[config.mk]
export PLATFORM = sky130hd
export DESIGN_NAME = fc_rx_word_sync
export DESIGN_NICKNAME = d
export VERILOG_FILES = /design/src/rtl/fc_pkg.sv /design/src/rtl/fc_prim_decode.sv /design/src/rtl/fc_rx_word_sync.sv
export SDC_FILE = /design/constraint.sdc
export NUM_CORES = 1
export LEC_CHECK = 0
export CORE_MARGIN = 2
export CORE_UTILIZATION = 42
export CTS_CLUSTER_SIZE = 20
export DETAILED_ROUTE_END_ITERATION = 7
export PLACE_DENSITY = 0.78
export RECOVER_POWER = 50
export SLEW_MARGIN = 30
export SYNTH_ARGS = -nofsm -noshare
export SYNTH_HDL_FRONTEND = slang
export SYNTH_HIERARCHICAL = 1
export SYNTH_SLANG_ARGS = --single-unit
[constraint.sdc]
create_clock -name clk -period 2 [get_ports clk]
set_input_delay 0.3 -clock clk [delete_from_list [all_inputs] [get_ports clk]]
set_output_delay 0.3 -clock clk [all_outputs]
set_load 0.05 [all_outputs]
[src/rtl/fc_pkg.sv]
// Shared Fibre Channel RX types: primitive codes, sync states and
// ordered-set words (byte 0 in bits [7:0], transmitted first).
package fc_pkg;

  typedef enum logic [3:0] {
    PRIM_NONE,
    PRIM_IDLE,
    PRIM_R_RDY,
    PRIM_SOFI3,
    PRIM_SOFN3,
    PRIM_EOFN,
    PRIM_EOFT,
    PRIM_OTHER
  } fc_prim_t;

  typedef enum logic {
    LOSS,
    SYNC
  } fc_sync_state_t;

  localparam logic [7:0] K28_5 = 8'hBC;

  localparam logic [31:0] OS_IDLE   = 32'hB5B5_95BC;
  localparam logic [31:0] OS_R_RDY  = 32'h4A4A_95BC;
  localparam logic [31:0] OS_SOFI3  = 32'h5656_B5BC;
  localparam logic [31:0] OS_SOFN3  = 32'h3636_B5BC;
  localparam logic [31:0] OS_EOFN_P = 32'hD5D5_95BC;
  localparam logic [31:0] OS_EOFN_N = 32'hD5D5_8ABC;
  localparam logic [31:0] OS_EOFT_P = 32'h7575_95BC;
  localparam logic [31:0] OS_EOFT_N = 32'h7575_8ABC;

  // Code violation, disparity error or a misplaced/wrong K character.
  function automatic logic word_invalid(
    input logic [31:0] data,
    input logic [3:0]  datak,
    input logic [3:0]  errdetect,
    input logic [3:0]  disperr
  );
    return (|errdetect) || (|disperr) ||
           (|datak[3:1]) ||
           (datak[0] && (data[7:0] != K28_5));
  endfunction

endpackage

[src/rtl/fc_prim_decode.sv]
// Combinational classifier of a 32-bit transmission word into
// an fc_prim_t code; usable on both RX and TX paths.
module fc_prim_decode
  import fc_pkg::*;
(
  input  logic [31:0] data_i,
  input  logic [3:0]  datak_i,
  input  logic        err_i,
  output fc_prim_t    prim_o
);

  logic is_os;

  assign is_os = (datak_i == 4'b0001) &&
                 (data_i[7:0] == K28_5) &&
                 !err_i;

  always_comb begin
    prim_o = PRIM_NONE;
    if (is_os) begin
      unique case (data_i)
        OS_IDLE:   prim_o = PRIM_IDLE;
        OS_R_RDY:  prim_o = PRIM_R_RDY;
        OS_SOFI3:  prim_o = PRIM_SOFI3;
        OS_SOFN3:  prim_o = PRIM_SOFN3;
        OS_EOFN_P,
        OS_EOFN_N: prim_o = PRIM_EOFN;
        OS_EOFT_P,
        OS_EOFT_N: prim_o = PRIM_EOFT;
        default:   prim_o = PRIM_OTHER;
      endcase
    end
  end

endmodule

[src/rtl/fc_rx_word_sync.sv]
// FC transmission-word synchronisation, primitive classification
// and saturating error statistics on the PHY RX word stream.
module fc_rx_word_sync
  import fc_pkg::*;
#(
  parameter int ACQ_OS   = 3,
  parameter int LOS_ERRS = 4,
  parameter int CNT_W    = 16
) (
  input  logic             clk,
  input  logic             reset,
  input  logic [31:0]      rx_data,
  input  logic [3:0]       rx_datak,
  input  logic [3:0]       rx_errdetect,
  input  logic [3:0]       rx_disperr,
  input  logic             rx_ready,
  input  logic             clear_cnt,
  output logic [31:0]      out_data,
  output logic [3:0]       out_datak,
  output logic             out_valid,
  output logic             word_sync,
  output fc_prim_t         prim,
  output logic [CNT_W-1:0] invalid_cnt,
  output logic [CNT_W-1:0] los_cnt
);

  localparam int AW = $clog2(ACQ_OS + 1);
  localparam int EW = $clog2(LOS_ERRS + 1);
  localparam logic [CNT_W-1:0] CNT_MAX = '1;

  fc_sync_state_t state_q, state_d;
  logic [AW-1:0]  acq_q, acq_d;
  logic [EW-1:0]  err_q, err_d;
  logic [1:0]     good_q, good_d;
  logic           los_ev;

  logic           inv;
  logic           os;
  fc_prim_t       prim_d;
  logic           valid_d;
  logic           sync_d;

  logic [CNT_W-1:0] inv_cnt_q, inv_cnt_d;
  logic [CNT_W-1:0] los_cnt_q, los_cnt_d;
  logic [31:0]      data_q;
  logic [3:0]       datak_q;
  logic             valid_q;
  logic             sync_q;
  fc_prim_t         prim_q;

  assign inv = word_invalid(rx_data, rx_datak,
                            rx_errdetect, rx_disperr);
  assign os  = (rx_datak == 4'b0001) && !inv;

  fc_prim_decode u_dec (
    .data_i  (rx_data),
    .datak_i (rx_datak),
    .err_i   (inv),
    .prim_o  (prim_d)
  );

  always_ff @(posedge clk) begin
    if (reset) begin
      state_q <= LOSS;
      acq_q   <= '0;
      err_q   <= '0;
      good_q  <= '0;
    end else begin
      state_q <= state_d;
      acq_q   <= acq_d;
      err_q   <= err_d;
      good_q  <= good_d;
    end
  end

  always_comb begin
    state_d = state_q;
    acq_d   = acq_q;
    err_d   = err_q;
    good_d  = good_q;
    los_ev  = 1'b0;
    if (!rx_ready) begin
      state_d = LOSS;
      acq_d   = '0;
      err_d   = '0;
      good_d  = '0;
      los_ev  = (state_q == SYNC);
    end else begin
      unique case (state_q)
        LOSS: begin
          if (!os) begin
            acq_d = '0;
          end else if (acq_q == AW'(ACQ_OS - 1)) begin
            state_d = SYNC;
            acq_d   = '0;
            err_d   = '0;
            good_d  = '0;
          end else begin
            acq_d = acq_q + 1'b1;
          end
        end
        SYNC: begin
          if (inv) begin
            good_d = '0;
            if (err_q == EW'(LOS_ERRS - 1)) begin
              state_d = LOSS;
              acq_d   = '0;
              err_d   = '0;
              los_ev  = 1'b1;
            end else begin
              err_d = err_q + 1'b1;
            end
          end else if (good_q == 2'd1 && err_q != '0) begin
            // Two good words in a row buy back one error credit.
            err_d  = err_q - 1'b1;
            good_d = '0;
          end else if (good_q != 2'd2) begin
            good_d = good_q + 1'b1;
          end
        end
      endcase
    end
  end

  always_comb begin
    sync_d  = (state_d == SYNC);
    valid_d = sync_d && !inv;
  end

  always_comb begin
    inv_cnt_d = inv_cnt_q;
    los_cnt_d = los_cnt_q;
    if (clear_cnt) begin
      inv_cnt_d = '0;
      los_cnt_d = '0;
    end else begin
      if (rx_ready && inv && inv_cnt_q != CNT_MAX)
        inv_cnt_d = inv_cnt_q + 1'b1;
      if (los_ev && los_cnt_q != CNT_MAX)
        los_cnt_d = los_cnt_q + 1'b1;
    end
  end

  always_ff @(posedge clk) begin
    if (reset) begin
      data_q    <= '0;
      datak_q   <= '0;
      valid_q   <= 1'b0;
      sync_q    <= 1'b0;
      prim_q    <= PRIM_NONE;
      inv_cnt_q <= '0;
      los_cnt_q <= '0;
    end else begin
      data_q    <= rx_data;
      datak_q   <= rx_datak;
      valid_q   <= valid_d;
      sync_q    <= sync_d;
      prim_q    <= prim_d;
      inv_cnt_q <= inv_cnt_d;
      los_cnt_q <= los_cnt_d;
    end
  end

  assign out_data    = data_q;
  assign out_datak   = datak_q;
  assign out_valid   = valid_q;
  assign word_sync   = sync_q;
  assign prim        = prim_q;
  assign invalid_cnt = inv_cnt_q;
  assign los_cnt     = los_cnt_q;

endmodule

==> metrics.cfg <==
[status]
outcome = complete, but fails checks
violations = negative setup slack

[route]
ant_nets = 0
routed_wl_mm = 11.25
first_pass_iters = 4
via_per_inst = 5.557
avgRoutedWirePerCell_um = 16.13
drc_errors = 0
drt_iter0_drc = 168
vias = 3873

[logic_synthesis]
netlist_area_mm2 = 0.003810
synthFlopType = dfxtp_1
yosys-top-cells-count = dfxtp_1, nor2b_1, nand2_1
yosys_register_bits = 81
yosysWarnings = 6
synth_edf_count = 0
synth.distinct_cells = 68
synth_top_area_cell = dfxtp_1
ys_async_sr_fraction_pct = 0
synth_area_leaders = dfxtp_1, nor2b_1, or4_1
syn_nets = 467
postSynthAreaPerCell_um2 = 9.247
yosysMostFrequentCell = dfxtp_1
synth.top_cell.area_share_pct = 42.56
yosysSeqAreaShare_pct = 42.56
syn_inst = 412

[die]
fp.dieArea_mm2 = 0.009849
rows = 34
die_y_um = 99.24
coreArea_mm2 = 0.008763
ios = 122
start_util_pct = 43.48
chipWidth_um = 99.24

[timing]
slew_viol_final = 0
min_period_over_period_pct = 101.8
rsz0062_at_grt = yes
tightest_slew_ps = 789.6
slew_headroom_pct = 47.36
hold_violations = 0
clock_skew_ps = 8.578
fmax_mhz = 491.2
holdWs_ps = 237.0
min_period_ps = 2036
worst_slack_ps = -36.03
setup_viol = 1

[global_route]
grt_pass1_vias = 3575
antenna_found_initial = 0
gr-total-overflow = 0
grt_max_degree = 41
track_usage_pct = 21.50
grt_pass1_wl_mm = 17.27

[cts]
cts_tree = done
clkTransAtPathRegs_ps = 80
cts_made_buffers = 9
clockRootBuffer = clkbuf_8
insertion_delay_ps = 350
cts_sinks = 81
clockBufferDepth = 2
hold_buffers = 0
h-tree-depth = 3

[layout]
fillers = 661
drive_above_1_share_pct = 21.94
instances_no_fill = 697
layout.nets = 640
syn2layout_area_growth_pct = 54.75
final_util_pct = 67.28

[setup_path]
r2r_cells = 8
cp-end-kind = flip-flop
cp_slowest_cell = clkdlybuf4s50_1
cp_data_required_time_ps = 2200
critPathTopFamily = compound AO/OA/AOI/OAI gates
critPathMaxStageDelay_ps = 530
r2r-end = los_cnt[14]
r2r_start = err_q[0]
worstPathArrival_ps = 2240
crit_fanout = 5
r2r_setup_slack_ps = 60
worstSetupPathType = in -> reg
cp.buffers_inverters = 1
worst_setup_path_start_kind = primary input
crit_path_cell_trace = clkdlybuf4s50_1 > and4bb_1 > nand4_1 > a211oi_2 > nor4_2 > o41a_1 > nor2b_1

[power]
p_leak_uw = 0.002273
peakVddDrop_mv = 0.3096
power.density_mw_per_mm2 = 559.6

[flow_run]
maxCapViolCount = 0

[place]
dp.cells = 667
dp_hpwl_mm = 8.090
gp_congestion = 0.8877
io_buffers = 121
dpl_worst_slack_ps = -406.5

[hold_path]
hold_depth = 2
hp-class = in -> reg
hold_path.startpoint = rx_data[19]
min_to = out_data[19]

worst max-delay path by stage:
stage,from,endpoint,slack [ps],depth (start not counted)
after floorplan,invalid_cnt[10],invalid_cnt[14],6,5
after global placement,rx_datak[1],good_q[0],-310,7
after detailed placement,rx_errdetect[1],invalid_cnt[6],-410,7
after CTS,rx_disperr[2],invalid_cnt[5],0.4,9
after global routing,rx_data[6],prim[0],-100,8
final,rx_data[30],prim[0],-40,7
cell type report:
cell class	instances	area, um^2	share of cell area (%)
clock inverters	5	58.81	0.9975
inverters	12	45.04	0.7640
diodes	1	2.502	0.04244
clock buffers	9	123.9	2.101
well taps	108	135.1	2.292
flip-flops and latches	81	1640	27.82
repair buffers	180	1692	28.69
multi-input cells	301	2198	37.29
logic make-up after synthesis:
logic type / share of synthesized area, %
flops: 42.56
mux: 0.7882
compound gates: 15.14
other cells: 0.09843
buf+inv: 3.645
simple gates: 34.78
fa+ha+maj: 2.299
xor+xnor: 0.6898
state kept, by name, summed over array words and instances (netlist names):
name and count:
acq_q 2, good_q 2, out_datak 4, out_valid 1
prim 4, out_data 32, err_q 3, word_sync 1
los_cnt 16, invalid_cnt 16
routing by layer:
| metal | wire length (um) | track usage, % | up-vias |
|---|---|---|---|
| met4 | 204 | 8.008 | 0 |
| met3 | 484 | 3.443 | 16 |
| li1 | - | - | 1896 |
| met1 | 4761 | 27.76 | 1874 |
| met2 | 5795 | 36.28 | 87 |
| met5 | 0 | 0 | - |
repair_timing:
action | CTS | global route
gates resized for setup | 5 | 53
pin swaps | 5 | 21
setup endpoints to repair | 24 | 35
setup buffers | 3 | 9
gates cloned | 0 | 3
through the flow:
stage                     cell area, um^2  TNS [ps]  power [uW]
final                                5896    -36.03        3299
after global routing                 5893    -253.6        3416
after global placement               5416     -9364        2175
after detailed placement             5416    -11430        2180
after CTS                            5644         0        3329
after floorplan                      3824         0        1938
power breakdown:
part | internal, uW | total, uW | switching (uW)
combinational | 198 | 476 | 278
clock | 563 | 1160 | 599
sequential | 1650 | 1660 | 10.6
cells in the final DEF, fill, tap and decap left out, types with 13 or more instances in the layout:
cell type / count
a21oi_1: 18
buf_4: 50
clkdlybuf4s50_1: 72
dfxtp_1: 68
dlygate4sd3_1: 27
dlymetal6s2s_1: 17
nand2_1: 24
nand3_1: 18
nand4_1: 16
nor2_1: 14
nor2b_1: 41
o21ai_0: 17
o31ai_1: 13
or3_1: 13
Note: power is estimated with default switching activity, not from simulation.
